### src/rtl/regfile_sb.sv
// Multi-port register file: two write ports, NUM_RD combinational read ports with
// same-cycle write bypass, and a per-register pending-write scoreboard with a live count.
module regfile_sb #(
  parameter int ADDR_WIDTH = 5,
  parameter int DATA_WIDTH = 32,
  parameter int NUM_RD     = 2,
  parameter int ZERO_REG   = 1,
  parameter int BYPASS     = 1
) (
  input  logic                         clk,
  input  logic                         rst,
  input  logic                         wen0,
  input  logic [ADDR_WIDTH-1:0]        waddr0,
  input  logic [DATA_WIDTH-1:0]        wdata0,
  input  logic                         wen1,
  input  logic [ADDR_WIDTH-1:0]        waddr1,
  input  logic [DATA_WIDTH-1:0]        wdata1,
  input  logic                         mark_en,
  input  logic [ADDR_WIDTH-1:0]        mark_addr,
  input  logic                         ren,
  input  logic [NUM_RD*ADDR_WIDTH-1:0] raddr,
  output logic [NUM_RD*DATA_WIDTH-1:0] rdata,
  output logic [NUM_RD-1:0]            rbusy,
  output logic [ADDR_WIDTH:0]          pending_cnt,
  input  logic [ADDR_WIDTH-1:0]        dbg_addr,
  output logic [DATA_WIDTH-1:0]        dbg_data
);

  localparam int DEPTH = 1 << ADDR_WIDTH;
  localparam int CW    = ADDR_WIDTH + 1;

  logic [DATA_WIDTH-1:0] rf_q [DEPTH];
  logic [DATA_WIDTH-1:0] rf_d [DEPTH];
  logic [DEPTH-1:0]      pend_q, pend_d;
  logic [CW-1:0]         cnt_q, cnt_d;

  logic wr0_ok, wr1_ok, mark_ok;
  logic set_new, clr0, clr1;

  assign wr0_ok  = wen0 && ((ZERO_REG == 0) || (waddr0 != '0));
  assign wr1_ok  = wen1 && ((ZERO_REG == 0) || (waddr1 != '0));
  assign mark_ok = mark_en && ((ZERO_REG == 0) || (mark_addr != '0));

  always_comb begin
    rf_d = rf_q;
    if (wr0_ok) rf_d[waddr0] = wdata0;
    if (wr1_ok) rf_d[waddr1] = wdata1;

    // A mark lands after the clears: the marking instruction is the younger producer.
    pend_d = pend_q;
    if (wen0)    pend_d[waddr0]    = 1'b0;
    if (wen1)    pend_d[waddr1]    = 1'b0;
    if (mark_ok) pend_d[mark_addr] = 1'b1;

    // Each touched index contributes at most once to the count delta.
    set_new = mark_ok && !pend_q[mark_addr];
    clr0    = wen0 && pend_q[waddr0] && !(mark_ok && (waddr0 == mark_addr));
    clr1    = wen1 && pend_q[waddr1] && !(mark_ok && (waddr1 == mark_addr))
              && !(wen0 && (waddr0 == waddr1));
    cnt_d   = cnt_q + CW'(set_new) - CW'(clr0) - CW'(clr1);
  end

  always_ff @(posedge clk) begin
    if (!rst) begin
      for (int i = 0; i < DEPTH; i++) rf_q[i] <= '0;
      pend_q <= '0;
      cnt_q  <= '0;
    end else begin
      rf_q   <= rf_d;
      pend_q <= pend_d;
      cnt_q  <= cnt_d;
    end
  end

  assign pending_cnt = rst ? cnt_q : '0;
  assign dbg_data    = (!rst || ((ZERO_REG != 0) && (dbg_addr == '0))) ? '0 : rf_q[dbg_addr];

  for (genvar k = 0; k < NUM_RD; k++) begin : g_rd
    logic [ADDR_WIDTH-1:0] ra;
    logic [DATA_WIDTH-1:0] rd_v;
    logic                  busy_v;
    logic                  hit0, hit1;

    assign ra   = raddr[k*ADDR_WIDTH +: ADDR_WIDTH];
    assign hit0 = (BYPASS != 0) && wen0 && (waddr0 == ra);
    assign hit1 = (BYPASS != 0) && wen1 && (waddr1 == ra);

    always_comb begin
      rd_v   = '0;
      busy_v = 1'b0;
      if (!rst || !ren || ((ZERO_REG != 0) && (ra == '0))) begin
        rd_v   = '0;
        busy_v = 1'b0;
      end else if (hit1) begin
        rd_v = wdata1;
      end else if (hit0) begin
        rd_v = wdata0;
      end else begin
        rd_v   = rf_q[ra];
        busy_v = pend_q[ra];
      end
    end

    assign rdata[k*DATA_WIDTH +: DATA_WIDTH] = rd_v;
    assign rbusy[k]                          = busy_v;
  end

endmodule
### config.mk
export PLATFORM = sky130hd
export DESIGN_NAME = regfile_sb
export DESIGN_NICKNAME = d
export VERILOG_FILES = /design/src/rtl/regfile_sb.sv
export SDC_FILE = /design/constraint.sdc
export NUM_CORES = 2
export LEC_CHECK = 0
export BUFFER_PORTS_ARGS = -buffer_cell sky130_fd_sc_hd__buf_2
export CORE_UTILIZATION = 30
export CTS_CLUSTER_SIZE = 14
export DETAILED_ROUTE_END_ITERATION = 16
export PLACE_DENSITY = 0.43
export SKIP_LAST_GASP = 1
export SYNTH_ARGS = -nofsm -noshare
export SYNTH_HDL_FRONTEND = slang
export SYNTH_SLANG_ARGS = --single-unit
### constraint.sdc
create_clock -name clk -period 4.4 [get_ports clk]
set_input_delay 0.44 -clock clk [delete_from_list [all_inputs] [get_ports clk]]
set_output_delay 0.44 -clock clk [all_outputs]
set_load 0.02 [all_outputs]
==> impl_metrics.tcl <==
set metrics [dict create \
    viasPerCell 6.998 \
    io_pins 204 \
    place.gp.congestion 0.9417 \
    fmax_mhz 256.7 \
    grt_pass1_wl_um 619000 \
    fin_nets 7534 \
    synth_area_leaders "dfxtp_1, mux4_2, mux2i_1" \
    finalCritPeriodShare 0.8854 \
    min_to "rf_q[629]" \
    ys_seq_elements 1062 \
    drive_above_1_share 0.2307 \
    area_delta_synth_final_pct 13.41 \
    postCtsSetupRepairBufs 0 \
    vias 75530 \
    rsz0062_at_grt "false" \
    drtPass1Iterations 8 \
    layout.cells.most_common "dfxtp_1" \
    ys_warn_count 0 \
    start_util 0.3028 \
    clock_sinks 1062 \
    status "complete, no violations" \
    cts_tree "done" \
    met1_usage 0.4307 \
    synth_nets 7948 \
    synth_top_area_share 0.2876 \
    routed_wl_um 459900 \
    maxCapViolations 0 \
    drv_slew 0 \
    p_leak_nw 29.42 \
    final_cell_count_no_fill 10790 \
    whs_ns 0.06161 \
    syn-mean-instance-area_um2 9.430 \
    clockBufferDepth 3 \
    die_h_um 498.4 \
    finalCriticalPeriod_ns 3.896 \
    max_slew_margin 0.1584 \
    fin_ws_ns 0.5041 \
    grt_pass1_vias 70540 \
    min_from "wdata1[21]" \
    drt-initial-drc-count 11380 \
    io_buffers 203 \
    hold_violations 0 \
    dp_worst_setup_slack_ns 0.07249 \
    drtAntennaViolNets 0 \
    peakVddDrop_v 0.0003806 \
    die-area_um2 248400 \
    reg2reg_from "pend_q[8]" \
    grt_max_degree 117 \
    ys_types 68 \
    h-tree-depth 4 \
    busiest_layer "met2" \
    antenna_found_initial 82 \
    hold_path.class "input pin to flip-flop" \
    use_met3 0.1201 \
    path_max_fanout 6 \
    p_per_area_nw_per_um2 310.1 \
    grt_use_total 0.3575 \
    setup_violations 0 \
    netlist_area_um2 73930 \
    clkTransAtPathRegs_ns 0.06 \
    clk_latency_ns 0.84 \
    startpoint_type "flip-flop" \
    dp_hpwl_um 284300 \
    tightest_slew_ns 1.262 \
    r2r_slack_ns 0.50 \
    r2r_end "cnt_q[5]" \
    syn_inst 7840 \
    cts_root_buf "clkbuf_16" \
    met2_usage 0.5281 \
    crit_required_ns 5.07 \
    drc 0 \
    whs_path_depth 3 \
    fp.dieW_um 498.4 \
    reg2reg_depth 13 \
    cp-end-kind "flip-flop" \
    layout_common_cells "dfxtp_1, nor2_1, mux4_2, nand2_1, a211oi_1" \
    synthArstFlopShare 0 \
    gr-total-overflow 0 \
    worstPathArrival_ns 4.57 \
    yosys.area.top_type "dfxtp_1" \
    wl_per_cell_um 42.61 \
    fin_skew_ns 0.01358 \
    dp.cells 10480 \
    synth_flop_cell "dfxtp_1" \
    core-area_um2 244100 \
    yosysSeqAreaShare 0.2876 \
    setup_tns_ns 0 \
    cts_made_buffers 140 \
    critPathKind "flip-flop to flip-flop" \
    final_util 0.3434 \
    synth_edf_count 0 \
    fp-row-count 181 \
]
cell families after synthesis:
logic type	synth area share
AO/OA/AOI/OAI	0.2039
XOR/XNOR	0.004620
adder cells (fa/ha/maj)	0.001557
buffers and inverters	0.06658
flip-flops	0.2876
multiplexers	0.3011
AND/OR/NAND/NOR	0.1347
metal layers:
layer	wire length [um]	share of wire
met1	167700	0.36
met5	288	0.00063
met3	57100	0.12
met4	39320	0.085
met2	195500	0.43
how the worst max path moves through the flow:
stage / startpoint / to / slack, ns / depth (start not counted)
global route: pend_q[28] / cnt_q[5] / 0.36 / 13
floorplan: waddr0[0] / cnt_q[5] / 0.34 / 16
finish: pend_q[8] / cnt_q[5] / 0.50 / 13
CTS: pend_q[31] / cnt_q[5] / 0.51 / 13
global placement: waddr0[0] / cnt_q[5] / -0.05 / 14
detailed placement: waddr0[0] / cnt_q[5] / 0.07 / 14
worst max-delay path: stages (launching register included):
cell and delay [ns]:
dfxtp_1 0.37, mux4_2 0.48, mux4_2 0.49, mux2_2 0.30, o311a_1 0.15, fa_1 0.39, ha_1 0.31, inv_1 0.06
ha_1 0.22, fa_1 0.42, a21o_1 0.20, a21oi_1 0.17, xnor2_1 0.13, nor2_1 0.05
where the power goes:
group	switching [W]	total (W)	internal, W
clock	0.00516	0.0120	0.00688
sequential	0.000202	0.0100	0.00981
combinational	0.00275	0.00395	0.00120
total	0.00810	0.0260	0.0179
cell type report:
| cell class | instances | area (um2) |
|---|---|---|
| fillers | 24400 | 160300 |
| well taps | 3202 | 4006 |
| flip-flops and latches | 1062 | 21260 |
| multi-input cells | 5592 | 48460 |
| inverters | 18 | 75.07 |
| repair buffers | 612 | 5268 |
| clock buffers | 212 | 4189 |
| clock inverters | 37 | 441.7 |
| diodes | 57 | 142.6 |
sequential cells by signal, summed over array words and instances (netlist names):
| register | cells |
|---|---|
| cnt_q | 6 |
| pend_q | 32 |
| rf_q | 1024 |
synthesized netlist by cell type (11+ instances only):
cell type,n
xor2_1,15
o21ai_0,101
nor2_1,1003
nor2b_1,34
a2bb2oi_1,99
a32oi_1,154
a22oi_1,186
and3_1,14
mux4_2,758
a2111oi_0,24
o22ai_1,28
o211ai_1,11
a211oi_1,492
a221oi_1,41
buf_2,194
mux2_2,42
dfxtp_1,1062
buf_4,45
nand3_1,376
o31ai_1,12
inv_1,15
nor3_1,92
a221o_1,60
a21oi_1,88
mux2i_1,471
xnor2_1,24
o221ai_1,27
buf_1,93
and2_1,50
clkbuf_1,824
a311oi_1,489
o2111ai_1,30
nand2_1,749
nor3b_1,11
a22o_1,31
repair_timing:
| item | in CTS | in global routing |
|---|---|---|
| hold endpoints to repair | 13 | 0 |
| gates resized for setup | 0 | 0 |
| hold buffers | 5 | 0 |
metrics by stage:
stage,total power [W],area [um2]
after floorplan,0.01235,73930
after detailed placement,0.01401,79020
after global routing,0.02645,83740
after global placement,0.01399,79020
final,0.02600,83840
after CTS,0.02590,83700
No activity file was read; power rests on OpenSTA's default activity.
